==> src/rtl/postmortem_axi_writer.sv <==
// Single-beat AXI4 write master for the postmortem capture path: one 64-bit word per
// request, written to PS DDR through an HP/HPC slave port, completion signalled by o_done.
module postmortem_axi_writer #(
  parameter int unsigned SETTLE_CYC  = 2,
  parameter int unsigned TIMEOUT_CYC = 65535,
  parameter logic [39:0] DDR_BASE    = 40'h0
) (
  input  logic        i_clk,
  input  logic        i_rst,
  input  logic        i_start,
  input  logic [39:0] i_ddr_addr,
  input  logic [63:0] i_ddr_data,
  output logic        o_done,
  input  logic        i_clr_err,
  output logic        o_resp_err,
  output logic        o_timeout,
  output logic        o_align_err,
  output logic [31:0] o_wr_cnt,
  output logic [2:0]  o_state,
  output logic [39:0] m_axi_awaddr,
  output logic [7:0]  m_axi_awlen,
  output logic [2:0]  m_axi_awsize,
  output logic [1:0]  m_axi_awburst,
  output logic        m_axi_awvalid,
  input  logic        m_axi_awready,
  output logic [63:0] m_axi_wdata,
  output logic [7:0]  m_axi_wstrb,
  output logic        m_axi_wlast,
  output logic        m_axi_wvalid,
  input  logic        m_axi_wready,
  input  logic [1:0]  m_axi_bresp,
  input  logic        m_axi_bvalid,
  output logic        m_axi_bready
);

  // Handshake rule for AW, W and B: a beat transfers on a rising edge where valid and
  // ready are both high; once raised, valid and its payload hold until that edge.

  typedef enum logic [2:0] {
    S_IDLE = 3'd0,
    S_ARM  = 3'd1,
    S_XFER = 3'd2,
    S_RESP = 3'd3,
    S_DONE = 3'd4
  } state_t;

  localparam logic [7:0]  SETTLE_LAST = 8'(SETTLE_CYC - 1);
  localparam logic [15:0] TMO_MAX     = 16'(TIMEOUT_CYC);
  localparam logic [15:0] TMO_LAST    = 16'(TIMEOUT_CYC - 1);

  state_t      state, state_nxt;
  logic [7:0]  settle_cnt;
  logic [15:0] tmo_cnt;
  logic        aw_done, w_done;
  logic        sample;
  logic        aw_hs, w_hs, b_hs;
  logic        wait_st, tmo_hit;
  logic        resp_err_set, align_err_set;

  assign m_axi_awlen   = 8'd0;
  assign m_axi_awsize  = 3'd3;
  assign m_axi_awburst = 2'b01;
  assign m_axi_wstrb   = 8'hFF;
  assign m_axi_wlast   = 1'b1;
  assign o_state       = state;

  assign aw_hs   = m_axi_awvalid & m_axi_awready;
  assign w_hs    = m_axi_wvalid & m_axi_wready;
  assign b_hs    = m_axi_bvalid & m_axi_bready;
  assign wait_st = (state == S_XFER) || (state == S_RESP);

  always_comb begin
    state_nxt = state;
    sample    = 1'b0;
    case (state)
      S_IDLE: if (i_start) state_nxt = S_ARM;
      S_ARM: begin
        if (!i_start) begin
          state_nxt = S_IDLE;
        end else if (settle_cnt == SETTLE_LAST) begin
          sample    = 1'b1;
          state_nxt = S_XFER;
        end
      end
      // Both channels are tracked by registered flags, so either order completes.
      S_XFER: if (aw_done && w_done) state_nxt = S_RESP;
      S_RESP: if (b_hs) state_nxt = S_DONE;
      S_DONE: state_nxt = S_ARM;
      default: state_nxt = S_IDLE;
    endcase
  end

  // The wait counter restarts on every state change; a wait only counts while it lasts.
  assign tmo_hit       = wait_st && (state_nxt == state) && (tmo_cnt == TMO_LAST);
  assign resp_err_set  = b_hs && (m_axi_bresp != 2'b00);
  assign align_err_set = sample && (i_ddr_addr[2:0] != 3'b000);

  always_ff @(posedge i_clk or negedge i_rst) begin
    if (!i_rst) state <= S_IDLE;
    else        state <= state_nxt;
  end

  always_ff @(posedge i_clk or negedge i_rst) begin
    if (!i_rst) begin
      settle_cnt    <= '0;
      tmo_cnt       <= '0;
      m_axi_awaddr  <= '0;
      m_axi_wdata   <= '0;
      m_axi_awvalid <= 1'b0;
      m_axi_wvalid  <= 1'b0;
      m_axi_bready  <= 1'b0;
      aw_done       <= 1'b0;
      w_done        <= 1'b0;
      o_done        <= 1'b0;
      o_wr_cnt      <= '0;
      o_resp_err    <= 1'b0;
      o_timeout     <= 1'b0;
      o_align_err   <= 1'b0;
    end else begin
      if (state == S_ARM) settle_cnt <= settle_cnt + 8'd1;
      else                settle_cnt <= '0;

      if (state_nxt != state)                tmo_cnt <= '0;
      else if (wait_st && tmo_cnt != TMO_MAX) tmo_cnt <= tmo_cnt + 16'd1;

      if (sample) begin
        m_axi_awaddr  <= DDR_BASE + {i_ddr_addr[39:3], 3'b000};
        m_axi_wdata   <= i_ddr_data;
        m_axi_awvalid <= 1'b1;
        m_axi_wvalid  <= 1'b1;
        aw_done       <= 1'b0;
        w_done        <= 1'b0;
      end else begin
        if (aw_hs) begin
          m_axi_awvalid <= 1'b0;
          aw_done       <= 1'b1;
        end
        if (w_hs) begin
          m_axi_wvalid <= 1'b0;
          w_done       <= 1'b1;
        end
      end

      if (state == S_XFER && state_nxt == S_RESP) m_axi_bready <= 1'b1;
      else if (b_hs)                              m_axi_bready <= 1'b0;

      o_done <= (state_nxt == S_DONE);
      if (b_hs) o_wr_cnt <= o_wr_cnt + 32'd1;

      // A new error event outranks a clear issued in the same cycle.
      o_resp_err  <= resp_err_set  | (o_resp_err  & ~i_clr_err);
      o_timeout   <= tmo_hit       | (o_timeout   & ~i_clr_err);
      o_align_err <= align_err_set | (o_align_err & ~i_clr_err);
    end
  end

endmodule

==> config.mk <==
export PLATFORM = sky130hd
export DESIGN_NAME = postmortem_axi_writer
export DESIGN_NICKNAME = d
export VERILOG_FILES = /design/src/rtl/postmortem_axi_writer.sv
export SDC_FILE = /design/constraint.sdc
export NUM_CORES = 1
export LEC_CHECK = 0
export BUFFER_PORTS_ARGS = -buffer_cell sky130_fd_sc_hd__buf_2
export CORE_AREA = 2 2 127 129
export DETAILED_ROUTE_END_ITERATION = 8
export DIE_AREA = 0 0 129 131
export PLACE_DENSITY = 0.84
export SLEW_MARGIN = 20
export SYNTH_ARGS = -nofsm -noshare
export SYNTH_HDL_FRONTEND = slang
export SYNTH_SLANG_ARGS = --single-unit
==> constraint.sdc <==
create_clock -name i_clk -period 2.75 [get_ports i_clk]
set_input_delay 0 -clock i_clk [delete_from_list [all_inputs] [get_ports i_clk]]
set_output_delay 0 -clock i_clk [all_outputs]
set_load 0.1 [all_outputs]
==> impl_metrics.py, run 1 <==
metrics = {
    "die": {
        "fp.dieH_um": 131,
        "coreArea_um2": 15600,
        "io_pins": 281,
        "placementRows": 46,
        "start_util_pct": 49.0,
        "fp.dieW_um": 129,
        "die_area_um2": 16900,
    },
    "critical_path": {
        "critPathSlowestCell": "and3_4",
        "rr_startpoint": "settle_cnt[5]$_DFF_PN0_",
        "max_stage_delay_ns": 0.48,
        "crit_arrival_ns": 2.60,
        "crit_path_max_fanout": 29,
        "cp_num_buf_inv": 1,
        "worstPathCellList": "nor4_4 -> and3_1 -> and3_4 -> buf_12 -> mux2_4",
        "cp-startpoint": "settle_cnt[5]$_DFF_PN0_",
        "critPathRequiredTime_ns": 3.06,
        "crit_family": "simple AND/OR/NAND/NOR gates",
        "critPathCaptureType": "flop",
        "critical_path_class": "flop to flop",
        "start_kind": "flop",
    },
    "min_path": {
        "hold_path.class": "input pin to asynchronous set/reset pin",
    },
    "timing": {
        "period_share_pct": 83.2,
        "tightestPinTransition_ns": 0.748,
        "fin_setup_tns_ns": 0,
        "fin_crit_ns": 2.29,
        "rsz0062_at_grt": "no",
        "setup_violations": 0,
        "fmax_mhz": 437,
        "hold_viol_final": 0,
        "slew_viol_final": 0,
        "slew_headroom_pct": 50.1,
        "fin_worst_skew_ns": 0.0169,
    },
    "yosys": {
        "ys_async_sr_fraction_pct": 100,
        "synth_edf_count": 0,
        "syn_area_per_cell_um2": 13.7,
        "netlist_instances": 560,
        "ys_seq_elements": 169,
        "ys_warn_count": 0,
        "synth_top_flop_cell": "dfrtp_1",
        "synth_cell_types": 57,
        "netlist_area_um2": 7650,
        "seq_area_frac_synth_pct": 55.3,
    },
    "clock_tree": {
        "h-tree-depth": 4,
        "worstSkewPairLatency_ns": 0.43,
        "root_buffer": "clkbuf_16",
        "cts_setup_buffers": 0,
        "cts_tree": "yes",
        "cts_buffers": 17,
        "clockBufferDepth": 2,
        "cts.sinks": 169,
        "cts.clk_slew.worst_paths_ns": 0.07,
        "cts_resized": 0,
        "cts_hold_buf": 114,
    },
    "place": {
        "io_buffers": 255,
        "dp_hpwl_um": 14400,
        "dp_cells": 1022,
        "finalWeightedCongestion": 0.858,
    },
    "finish": {
        "seqCellArea_um2": 4230,
        "area_growth_pct": 39.9,
        "layout_commonest_cell": "buf_2",
        "final_cell_mix": "254 x buf_2, 169 x dfrtp_1, 114 x dlygate4sd3_1",
        "num-fill-cells": 1066,
        "multi_input_area_um2": 3050,
        "instances_no_fill": 1169,
        "nets": 1057,
        "layout-drive-gt1-share_pct": 43.2,
    },
    "drt": {
        "vias": 6232,
        "drt-initial-drc-count": 452,
        "totalWireLength_um": 24300,
        "first_pass_iters": 6,
        "wl_per_cell_um": 20.8,
        "drcViolationCount": 0,
        "routed_via_density": 5.33,
        "final_antenna_net_count": 0,
    },
    "global_routing": {
        "grt_pass1_wl_um": 36300,
        "grt_max_degree": 80,
        "antenna_found_initial": 1,
        "grt_use_total_pct": 28.6,
        "grt_pass1_vias": 6382,
        "grt_overflow_total": 0,
    },
    "run_status": {
        "outcome": "complete, no violations",
    },
    "job": {
        "timing.max_cap.violations": 0,
    },
}
-- metrics by stage --
step	instance area [um^2]	setup slack [ns]	util (%)	hold WS, ns
6_report	10700	0.462	68.6	0.163
5_1_grt	10700	0.394	68.6	0.239
2_1_floorplan	7730	0.299	-	-0.296
3_5_place_dp	9010	0.465	57.8	0.0828
4_1_cts	10700	0.451	68.5	0.200
3_3_place_gp	9010	0.524	57.8	0.0791
-- logic make-up (layout without fill, tap and decap cells) --
family | Yosys count | count (layout) | synth area share (%)
muxes | 102 | 102 | 18.0
xor gates and xnor gates | 35 | 35 | 4.01
AOI/OAI and AO/OA | 50 | 50 | 4.99
other | 2 | 26 | 0.0982
DFF | 169 | 169 | 55.3
and+or+nand+nor | 140 | 140 | 10.8
buffers and inverters | 57 | 426 | 6.04
adders and majority gates | 5 | 5 | 0.818
-- routing by layer --
metal / share of wire (%) / track usage, %
met1: 37 / 32.2
met2: 51 / 48.9
met3: 6.5 / 7.08
met4: 5.4 / 18.3
met5: 0 / 0
-- worst reg2reg max path, stage by stage, from the launching register on --
cell and delay [ns]:
dfrtp_1 0.44, nor4_4 0.34, and3_1 0.24, and3_4 0.48, buf_12 0.32, mux2_4 0.35
-- cell type report --
cell class	count	share of cell area, %
inverter	15	0.526
tap	216	2.53
multi-input combinational	357	28.5
timing repair buffer	379	23.8
clock buffer	20	4.17
sequential	169	39.5
antenna	1	0.0234
clock inverter	12	0.854
-- flip-flops by register name (all words and copies together), names as in the netlist --
signal         flops
settle_cnt         8
o_done             1
m_axi_wdata       64
o_align_err        1
m_axi_bready       1
o_state            3
aw_done            1
o_wr_cnt          32
o_timeout          1
o_resp_err         1
w_done             1
tmo_cnt           16
m_axi_awvalid      1
m_axi_awaddr      37
m_axi_wvalid       1
-- Yosys cell counts, drive strengths merged, types with 4 or more instances --
library cell,number,area (um^2)
dfrtp,169,4230
mux2,102,1370
buf,40,397
xnor2,28,245
nor2,25,93.8
nand2,23,86.3
nand3,22,115
nand4,18,134
inv,15,56.3
nor3,14,75.1
a21oi,11,55.1
and3,11,68.8
a211oi,7,77.6
a31oi,7,43.8
xor2,7,61.3
nor4,6,80.1
o21ai,6,30.0
ha,5,62.6
a311oi,4,52.6
o32ai,4,35.0
-- final timing paths --
path                                           endpoint  slack, ns  cells past startpoint
setup reg to reg           m_axi_awaddr[17]$_DFFE_PN0P_       0.46                      5
min in group i_clk          m_axi_wdata[59]$_DFFE_PN0P_       0.35                      3
hold reg to reg                o_wr_cnt[31]$_DFFE_PN0P_       0.47                      1
max in group asynchronous  m_axi_awaddr[22]$_DFFE_PN0P_       1.79                      3
hold / removal              m_axi_wdata[47]$_DFFE_PN0P_       0.16                      2
setup / recovery           m_axi_awaddr[17]$_DFFE_PN0P_       0.46                      5
Power of run 1 is not shown: default switching activity piles up to over one toggle a cycle in this logic, so the estimate is an artifact.
==> inputs of run 2 (changes only) <==
- clock period: 2.75 -> 2.35 ns (I/O delays scaled with it)
==> run 2 against run 1 <==
Against the previous run: wire length fell by 8.0%; highest routed layer unchanged; sequential share of layout area fell by 0.13 points; maximum frequency rose by 4.5%; sequential cell count is the same; first-iteration DRC count down 36%; final cell count about the same.
==> impl_metrics.py, run 2 (synthesized netlist as in run 1, its figures left out) <==
metrics = {
    "clock_tree": {
        "h-tree-depth": 4,
        "root_buffer": "clkbuf_16",
        "cts_buffers": 17,
        "cts.clk_slew.worst_paths_ns": 0.07,
        "cts_hold_buf": 110,
        "worstSkewPairLatency_ns": 0.42,
        "cts.sinks": 169,
        "cts_tree": "yes",
        "clockBufferDepth": 2,
        "cts_resized": 0,
        "cts_setup_buffers": 0,
    },
    "finish": {
        "fin_util_pct": 68.9,
        "largest_reg_flops": 64,
        "nets": 1056,
        "largest-register": "m_axi_wdata",
        "final_cell_mix": "254 x buf_2, 165 x dfrtp_1, 110 x dlygate4sd3_1",
        "layout_commonest_cell": "buf_2",
        "multi_input_area_um2": 3050,
        "seqCellArea_um2": 4230,
        "layout-drive-gt1-share_pct": 44.0,
        "top_regs": "m_axi_wdata (64), m_axi_awaddr (37), o_wr_cnt (32)",
        "num-fill-cells": 1069,
        "instances_no_fill": 1168,
        "area_growth_pct": 40.5,
    },
    "min_path": {
        "whs_path_depth": 4,
        "hold_path.class": "input pin to flop",
        "worstHoldStart": "i_start",
        "min_to": "o_state[0]$_DFF_PN0_",
    },
    "drt": {
        "final_antenna_net_count": 0,
        "first_pass_iters": 4,
        "totalWireLength_um": 22300,
        "drt-initial-drc-count": 290,
        "drcViolationCount": 0,
        "routed_via_density": 5.14,
        "wl_per_cell_um": 19.1,
        "vias": 6004,
    },
    "die": {
        "coreArea_um2": 15600,
        "fp.dieH_um": 131,
        "io_pins": 281,
        "start_util_pct": 49.0,
        "fp.dieW_um": 129,
        "die_area_um2": 16900,
        "placementRows": 46,
    },
    "critical_path": {
        "rr_startpoint": "settle_cnt[4]$_DFF_PN0_",
        "start_kind": "flop",
        "critPathCaptureType": "flop",
        "crit_path_max_fanout": 37,
        "crit_arrival_ns": 2.49,
        "critical_path_class": "flop to flop",
        "worstRegToRegCells": 5,
        "r2r_end": "m_axi_wdata[49]$_DFFE_PN0P_",
        "ff2ff_setup_slack_ns": 0.16,
        "critPathRequiredTime_ns": 2.65,
    },
    "global_routing": {
        "grt_max_degree": 58,
        "grt_pass1_vias": 6110,
        "busiest_layer": "met2",
        "grt_use_total_pct": 26.2,
        "grt_util_met2_pct": 45.3,
        "antenna_found_initial": 1,
        "grt_overflow_total": 0,
        "met3_usage_pct": 6.68,
        "met1_usage_pct": 30.8,
        "grt_pass1_wl_um": 33600,
    },
    "timing": {
        "fin_ws_ns": 0.161,
        "setup_violations": 0,
        "fin_worst_skew_ns": 0.0106,
        "fmax_mhz": 457,
        "rsz0062_at_grt": "no",
        "hold_viol_final": 0,
        "slew_viol_final": 0,
        "period_share_pct": 93.2,
        "fin_crit_ns": 2.19,
        "fin_setup_tns_ns": 0,
        "slew_headroom_pct": 51.7,
        "tightestPinTransition_ns": 0.722,
    },
    "place": {
        "finalWeightedCongestion": 0.883,
        "io_buffers": 255,
        "dp_hpwl_um": 13700,
        "place_ws_ns": 0.00320,
        "dp_cells": 1025,
    },
    "run_status": {
        "outcome": "complete, no violations",
    },
    "job": {
        "timing.max_cap.violations": 0,
    },
}
==> run 2: cell count changes in the layout (fill, tap and decap cells not counted) <==
cell           delta
dfrtp_1           -4
dlygate4sd3_1     -4
clkinv_4          -1
inv_8             -1
buf_12            +1
clkinvlp_4        +3
clkinv_2          -3
bufinv_16         +2
buf_4             +2
dfrtp_2           +4
==> run 2: metrics by stage <==
step           area, um^2  hold slack [ns]
2_1_floorplan        7740           -0.296
3_3_place_gp         9050          0.00636
3_5_place_dp         9050           0.0180
4_1_cts             10700           0.0303
5_1_grt             10700            0.120
6_report            10700           0.0532
==> run 2: cell type report <==
type / instances / area share [%]
clock inverters: 12 / 1.29
multi-input cells: 357 / 28.4
clock buffers: 20 / 4.16
well taps: 216 / 2.51
repair buffers: 378 / 23.7
diodes: 1 / 0.0233
inverters: 15 / 0.524
flip-flops and latches: 169 / 39.4
==> run 2: worst max-delay path by stage <==
stage / startpoint / end / slack, ns / depth (start not counted)
3_5_place_dp: settle_cnt[4]$_DFF_PN0_ / o_timeout$_DFF_PN0_ / 0.003 / 4
2_1_floorplan: o_wr_cnt[6]$_DFFE_PN0P_ / o_wr_cnt[21]$_DFFE_PN0P_ / -0.08 / 4
3_3_place_gp: settle_cnt[4]$_DFF_PN0_ / o_timeout$_DFF_PN0_ / 0.07 / 4
4_1_cts: settle_cnt[4]$_DFF_PN0_ / o_timeout$_DFF_PN0_ / 0.02 / 4
6_report: settle_cnt[4]$_DFF_PN0_ / m_axi_wdata[49]$_DFFE_PN0P_ / 0.16 / 5
5_1_grt: settle_cnt[5]$_DFF_PN0_ / m_axi_wdata[49]$_DFFE_PN0P_ / 0.10 / 5
==> run 2: critical path, cell delays in order (launching register included) <==
cell and delay [ns]:
dfrtp_1 0.43, nor4_4 0.39, and3_1 0.23, and3_4 0.34, buf_12 0.27, mux2_2 0.40
==> run 2: layer usage <==
| layer | share of wire, % | up-vias |
|---|---|---|
| met5 | 0 | - |
| met2 | 51 | 281 |
| met1 | 38 | 2935 |
| met4 | 3.9 | 0 |
| met3 | 6.2 | 67 |
| li1 | - | 2721 |
Power of run 2 is left out for the same reason.
